[src/rtl/sobel_window.sv]
// sobel_window: streaming 3x3 Sobel gradient over a raster-order frame.
// Two line buffers supply the two rows above the incoming pixel. A 3x3
// register window shifts on every accepted pixel. Each valid window is
// registered once more, so the |Gx|/|Gy| results appear one cycle after
// the window-completing pixel has been accepted.
module sobel_window #(
  parameter int IMG_W = 16,
  parameter int IMG_H = 16
) (
  input  logic       clk,
  input  logic       n_rst,
  input  logic [7:0] pixel_in,
  input  logic       pixel_valid,
  output logic [7:0] gx,
  output logic [7:0] gy,
  output logic       out_valid,
  output logic       frame_done
);

  localparam int CW = $clog2(IMG_W);
  localparam int RW = $clog2(IMG_H);

  // Raster position of the pixel currently presented on pixel_in.
  logic [CW-1:0] col_q, col_d;
  logic [RW-1:0] row_q, row_d;
  logic          last_col, last_row;

  // Line buffers: lb_old holds row-2, lb_mid holds row-1, indexed by column.
  logic [7:0] lb_old [IMG_W];
  logic [7:0] lb_mid [IMG_W];

  // Incoming window column: [0]=oldest row, [2]=current pixel.
  logic [7:0] col_new [3];

  // Window registers win_q[i][j]: i=row (0 oldest), j=column (0 leftmost).
  logic [7:0] win_q [3][3];

  // Window-complete flags, one cycle behind the accepting edge.
  logic win_valid_q, win_last_q;

  // Gradient arithmetic, wide enough for the full +/-1020 range.
  logic [11:0]        gx_pos, gx_neg, gy_pos, gy_neg;
  logic signed [11:0] gx_raw, gy_raw;

  logic [7:0] gx_q, gy_q;
  logic       out_valid_q, frame_done_q;

  assign last_col = (col_q == CW'(IMG_W - 1));
  assign last_row = (row_q == RW'(IMG_H - 1));

  // Absolute value clamped to the 8-bit output range.
  function automatic logic [7:0] sat_abs(input logic signed [11:0] v);
    logic [11:0] mag;
    mag = v[11] ? 12'(-v) : 12'(v);
    return (mag > 12'd255) ? 8'hFF : mag[7:0];
  endfunction

  // Next raster position; wraps the column at row end and both at frame end.
  always_comb begin
    col_d = col_q;
    row_d = row_q;
    if (pixel_valid) begin
      if (last_col) begin
        col_d = '0;
        row_d = last_row ? '0 : row_q + RW'(1);
      end else begin
        col_d = col_q + CW'(1);
      end
    end
  end

  // Raster counters; reset abandons any frame in progress.
  always_ff @(posedge clk or negedge n_rst) begin
    if (!n_rst) begin
      col_q <= '0;
      row_q <= '0;
    end else begin
      col_q <= col_d;
      row_q <= row_d;
    end
  end

  // Assemble the new window column from both line buffers and the input.
  always_comb begin
    col_new[0] = lb_old[col_q];
    col_new[1] = lb_mid[col_q];
    col_new[2] = pixel_in;
  end

  // Line buffers age by one row at this column. Their contents are never
  // reset: stale data only reaches windows that are masked off as border.
  always_ff @(posedge clk) begin
    if (pixel_valid) begin
      lb_old[col_q] <= lb_mid[col_q];
      lb_mid[col_q] <= pixel_in;
    end
  end

  // Shift the 3x3 window left by one column on each accepted pixel.
  always_ff @(posedge clk or negedge n_rst) begin
    if (!n_rst) begin
      for (int i = 0; i < 3; i++) begin
        for (int j = 0; j < 3; j++) begin
          win_q[i][j] <= '0;
        end
      end
    end else if (pixel_valid) begin
      for (int i = 0; i < 3; i++) begin
        win_q[i][0] <= win_q[i][1];
        win_q[i][1] <= win_q[i][2];
        win_q[i][2] <= col_new[i];
      end
    end
  end

  // Flag windows whose three columns all belong to the current three rows.
  always_ff @(posedge clk or negedge n_rst) begin
    if (!n_rst) begin
      win_valid_q <= 1'b0;
      win_last_q  <= 1'b0;
    end else begin
      win_valid_q <= pixel_valid && (row_q >= RW'(2)) && (col_q >= CW'(2));
      win_last_q  <= pixel_valid && last_row && last_col;
    end
  end

  // Sobel kernels as positive and negative weighted column/row sums.
  always_comb begin
    gx_pos = {4'd0, win_q[0][2]} + {3'd0, win_q[1][2], 1'b0} + {4'd0, win_q[2][2]};
    gx_neg = {4'd0, win_q[0][0]} + {3'd0, win_q[1][0], 1'b0} + {4'd0, win_q[2][0]};
    gy_pos = {4'd0, win_q[2][0]} + {3'd0, win_q[2][1], 1'b0} + {4'd0, win_q[2][2]};
    gy_neg = {4'd0, win_q[0][0]} + {3'd0, win_q[0][1], 1'b0} + {4'd0, win_q[0][2]};
    gx_raw = signed'(gx_pos - gx_neg);
    gy_raw = signed'(gy_pos - gy_neg);
  end

  // Register results; gx/gy hold their value between valid windows.
  always_ff @(posedge clk or negedge n_rst) begin
    if (!n_rst) begin
      gx_q         <= '0;
      gy_q         <= '0;
      out_valid_q  <= 1'b0;
      frame_done_q <= 1'b0;
    end else begin
      out_valid_q  <= win_valid_q;
      frame_done_q <= win_last_q;
      if (win_valid_q) begin
        gx_q <= sat_abs(gx_raw);
        gy_q <= sat_abs(gy_raw);
      end
    end
  end

  assign gx         = gx_q;
  assign gy         = gy_q;
  assign out_valid  = out_valid_q;
  assign frame_done = frame_done_q;

endmodule

[config.mk]
export PLATFORM = sky130hd
export DESIGN_NAME = sobel_window
export DESIGN_NICKNAME = d
export VERILOG_FILES = /design/src/rtl/sobel_window.sv
export SDC_FILE = /design/constraint.sdc
export NUM_CORES = 1
export LEC_CHECK = 0
export ABC_AREA = 1
export CORE_MARGIN = 10
export CORE_UTILIZATION = 63
export CTS_CLUSTER_DIAMETER = 200
export DETAILED_ROUTE_END_ITERATION = 16
export PLACE_DENSITY = 0.8
export REMOVE_ABC_BUFFERS = 1
export SKIP_CTS_REPAIR_TIMING = 1
export SLEW_MARGIN = 20
export SYNTH_ARGS = -nofsm -noshare
export SYNTH_HDL_FRONTEND = slang
export SYNTH_SLANG_ARGS = --single-unit
[constraint.sdc]
create_clock -name clk -period 4.15 [get_ports clk]
set_input_delay 0.83 -clock clk [delete_from_list [all_inputs] [get_ports clk]]
set_output_delay 0.83 -clock clk [all_outputs]
set_load 0.005 [all_outputs]
# --- After elaboration in Yosys (flattened, before gate mapping) ---
# Memories as Yosys holds them, arrays and structs flattened. A register that Yosys moved wholly into a read port is not among the register bits.
# Index checks and enable logic that the tools add are counted.
classes:
  addsub: 14
  n_mul: 0
  n_div: 0
  order_cmp: 4
  eq_ne: 2
  shift: 0
  mux: 8
  bitwise_logic: 0
  n_reduce_logical: 6
ops:
  columns: ["op", "n"]
  rows:
  - ["$add A10 B8 Y11", 4]
  - ["$add A8 B9 Y10", 4]
  - ["$gt A12 B8 Y1 const B", 2]
  - ["$mux W12", 2]
  - ["$neg A12 Y12", 2]
  - ["$sub A11 B11 Y12", 2]
  - ["$mux W8", 2]
  - ["$add A4 B1 Y4 const B", 2]
  - ["$eq A4 B4 Y1 const B", 2]
  - ["$ge A4 B2 Y1 const B", 2]
  - ["$mux W4", 2]
  - ["$logic_and A1 B1 Y1", 4]
  - ["$mux W1", 2]
  - ["$reduce_and A2 Y1", 1]
  - ["$logic_not A1 Y1", 1]
word_totals:
  reg_bits: 92
  latchBits: 0
  ramBits: 256
  rom_bits: 0
  input_bits: 11
  out_inout_bits: 18
  elab_cells: 52
  n_memories: 2
memory_table:
  columns: ["memory", "words", "word_bits", "rd", "rd_ports_with_merged_regs", "write_ports", "line", "text"]
  rows:
  - ["lb_mid", 16, 8, 1, 0, 1, "30", "logic [7:0] lb_mid [IMG_W];"]
  - ["lb_old", 16, 8, 1, 1, 1, "29", "logic [7:0] lb_old [IMG_W];"]

# --- Logic depth before layout (Yosys ltp) ---
logic_depth:
  word_depth: 7
  ltp_mapped: 22
  ltp_nobuf: 22

# --- Worst setup path after synthesis ---
# OpenSTA, ideal clock, no wires.
synth_path:
  path_kind: "flip-flop to flip-flop"
  from: "register win_q[0] (netlist bit)"
  to: "register gy_q[0] (netlist: gy[0])"
  setup_time_ns: 0.113
  arrival_ns: 3.442
  required_ns: 4.037
  path_slack_ns: 0.596
  stages_incl_launch_ff: 20
  path_buffers: 0
  synth_period_minus_slack_ns: 3.554
  cell_sequence: "dfrtp_1 > inv_1 > fa_1 > inv_1 > fa_1 > fa_1 > ha_1 > fa_1 > nand2_2 > nand2_2 > nand3_2 > nand2_1 > nand2_1 > nand2_1 > nand3_2 > nand2_2 > a21oi_4 > nand3_1 > nand2_1 > inv_1"
synth_via:
  elab_chain_len: 6
synth_rtl:
  columns: ["element", "line", "text"]
  rows:
  - ["from (decl)", "36", "logic [7:0] win_q [3][3];"]
  - ["from (signal, indexed assignment)", "109", "win_q[i][0] <= win_q[i][1];"]
  - ["from (signal, indexed assignment)", "110", "win_q[i][1] <= win_q[i][2];"]
  - ["from (signal, indexed assignment)", "111", "win_q[i][2] <= col_new[i];"]
  - ["$add A10 B8 Y11 *", "131", "gy_pos = {4'd0, win_q[2][0]} + {3'd0, win_q[2][1], 1'b0} + {4'd0, win_q[2][2]};"]
  - ["$sub A11 B11 Y12 *", "134", "gy_raw = signed'(gy_pos - gy_neg);"]
  - ["$neg A12 Y12", "54", "mag = v[11] ? 12'(-v) : 12'(v);"]
  - ["$mux W12 *", "54", null]
  - ["$gt A12 B8 Y1", "55", "return (mag > 12'd255) ? 8'hFF : mag[7:0];"]
  - ["$mux W8 *", "55", null]
  - ["to (signal assigned)", "149", "gy_q <= sat_abs(gy_raw);"]
  - ["to (decl)", "45", "logic [7:0] gx_q, gy_q;"]
# Mark *: on every way between the ends. The rest lies on a longest branch, timed or not.
# A chain may end at the register's enable or synchronous reset.

# --- Worst setup path in the final report ---
layout_path:
  from: "register win_q[22] (netlist bit)"
  to: "register gx_q[7] (netlist: gx[7])"
layout_via:
  elab_chain_len: 6
layout_rtl:
  columns: ["element", "line", "text"]
  rows:
  - ["$add A10 B8 Y11 *", "130", "gx_neg = {4'd0, win_q[0][0]} + {3'd0, win_q[1][0], 1'b0} + {4'd0, win_q[2][0]};"]
  - ["$sub A11 B11 Y12 *", "133", "gx_raw = signed'(gx_pos - gx_neg);"]
  - ["$neg A12 Y12", "54", null]
  - ["$mux W12 *", "54", null]
  - ["$gt A12 B8 Y1", "55", null]
  - ["$mux W8 *", "55", null]
  - ["to (signal assigned)", "148", "gx_q <= sat_abs(gx_raw);"]
  - ["to (decl)", "45", null]
# Marked as above.

==> impl_metrics.tcl <==
set metrics [dict create \
    nFillCells 1726 \
    place_area_sq_um 17600 \
    hold_path_class "flop to flop" \
    finalHoldViolCount 0 \
    maxCapViolCount 0 \
    yosys_warnings 0 \
    port_buffers 28 \
    cpLargestDelayFamily "adder cells" \
    dp_hpwl_microns 22900 \
    crit_buf_inv 5 \
    dieArea_sq_um 33700 \
    grt_usage_pct 22.0 \
    tns_ns 0 \
    antenna_found_initial 0 \
    grt_pass1_wl_microns 58700 \
    core_sq_um 26200 \
    drc 0 \
    layout_min_cycle_time_ns 3.89 \
    ys_seq_area_share_pct 60.4 \
    cts.sinks 356 \
    end_kind "flop" \
    fp.dieW_microns 184 \
    slew_headroom_pct 35.0 \
    critPathKind "flop to flop" \
    cts_tree "yes" \
    path_common_cell "inv_1" \
    max_freq_mhz 257 \
    cts.clk_slew.worst_paths_ns 0.06 \
    wirelength_microns 37200 \
    setup_viol 0 \
    endpoint "gx[7]" \
    worstPathMaxFanout 11 \
    synth.cell_area_sq_um 16900 \
    fin_worst_hold_slack_ns 0.349 \
    final_common_cell "edfxtp_1" \
    finClkSkew_ns 0.0221 \
    synth_cells 1576 \
    status "completed" \
    overflow 0 \
    detail_route.vias_per_cell 5.85 \
    critical_path_arrival_ns 4.31 \
    drive_gt1_share_pct 9.52 \
    ios 29 \
    final_cell_mix "edfxtp_1 (256), nand2_1 (255), nor2_1 (194), o21ai_0 (193), inv_1 (171)" \
    design_area_sq_um 18800 \
    synth_area_per_cell_sq_um 10.7 \
    crit_cells 18 \
    r2r_start "win_q[22]" \
    wl_per_cell_microns 18.8 \
    ys_ff_latch 356 \
    fin_nets 1716 \
    h-tree-depth 2 \
    crit_path_start_kind "flop" \
    clock_latency_ns 0.55 \
    routabilityCongestion 0.842 \
    antenna_left 0 \
    cts.path.max_buffers 3 \
    path_cells "inv_1 -> fa_1 -> inv_1 -> fa_1 -> fa_1 -> inv_1 -> ha_1 -> nand2_1 -> nor3_1 -> nand3_1 -> nand3_4 -> inv_1 -> nand3_1 -> nand2_1 -> nor2_1 -> nand3_1 -> nand2_1 -> inv_1" \
    rows 59 \
    r2r-end "gx[7]" \
    die_h_microns 184 \
    drt_pre_antenna_iters 8 \
    fin_crit_sh_pct 93.7 \
    antennaDiodeCount 0 \
    slew_violations 0 \
    first_iter_violations 1011 \
    r2r_cells 18 \
    crit_start "win_q[22]" \
    clockRootBuffer "clkbuf_16" \
    r2r_slack_ns 0.26 \
    numCtsBuffers 37 \
    slowest_stage "fa_1" \
    area_growth_pct 11.5 \
    slowest_delay_ns 0.56 \
    start_util_pct 64.4 \
    required_ns 4.58 \
    tightest_slew_ns 0.971 \
    grt_max_degree 124 \
    ys_types 35 \
    placedCellCount 1907 \
    vias 11500 \
    final_cells 1974 \
    grt_pass1_vias 11300 \
]
[sequential cells by signal, summed over array words and instances, names as in the netlist]
register	cells
lb_mid	128
lb_old	128
win_q	72
gx	8
gy	8
col_q	4
row_q	4
frame_done	1
out_valid	1
win_last_q	1
win_valid_q	1
[layer usage]
layer	vias to the layer above	GRT usage (%)	part of all wire, %
li1	5378	-	-
met2	488	36.8	49
met3	78	4.29	8.1
met1	5597	28.4	40
met4	0	6.92	2.3
met5	-	0	0
[metrics by stage]
step	worst slack, ns	utilization, %
6_report	0.263	71.8
5_1_grt	-0.00605	71.8
4_1_cts	0.0691	71.6
3_5_place_dp	0.120	67.1
3_3_place_gp	0.202	67.1
2_1_floorplan	-0.401	-
[kinds of logic after synthesis]
logic type	after synthesis	share of synthesized area [%]
AOI/OAI and AO/OA	304	9.84
xor gates and xnor gates	5	0.259
adders and majority gates	94	9.72
buffers and inverters	250	5.77
DFF	356	60.4
and+or+nand+nor	567	14.0
[final cells by class]
type                            instances  area, sq um  area share (%)
Clock buffer                           47         1020            5.44
Clock inverter                         20          164           0.871
Inverter                              181          681            3.62
Multi-Input combinational cell        970         5760            30.6
Sequential cell                       356        10200            54.2
Tap cell                              335          419            2.23
Timing Repair Buffer                   65          578            3.07
[synth_stat cells, drive strengths merged]
cell / instances / area (sq um)
ha: 32 / 400
nor2: 201 / 764
a41oi: 8 / 70.1
nand3: 55 / 295
a21oi: 30 / 173
fa: 62 / 1240
or2: 17 / 106
nand4: 14 / 87.6
o22ai: 64 / 400
nor4: 1 / 6.26
nand2: 266 / 1030
dfrtp: 100 / 2500
edfxtp: 256 / 7690
xor2: 3 / 26.3
o21bai: 3 / 22.5
nor3: 10 / 55.1
inv: 181 / 679
o21ai: 199 / 996
nand3b: 3 / 22.5
clkbuf: 49 / 184
xnor2: 2 / 17.5
buf: 20 / 111
[worst min-delay path by stage]
stage | endpoint | slack (ns) | cells past startpoint | from
after floorplan | frame_done | 0.33 | 0 | win_last_q
final | frame_done | 0.35 | 0 | win_last_q
after detailed placement | frame_done | 0.34 | 0 | win_last_q
after global placement | frame_done | 0.33 | 0 | win_last_q
after CTS | frame_done | 0.35 | 0 | win_last_q
after global routing | frame_done | 0.35 | 0 | win_last_q
Power is not shown: default switching activity piles up to over one toggle a cycle in this logic, so the estimate is an artifact.
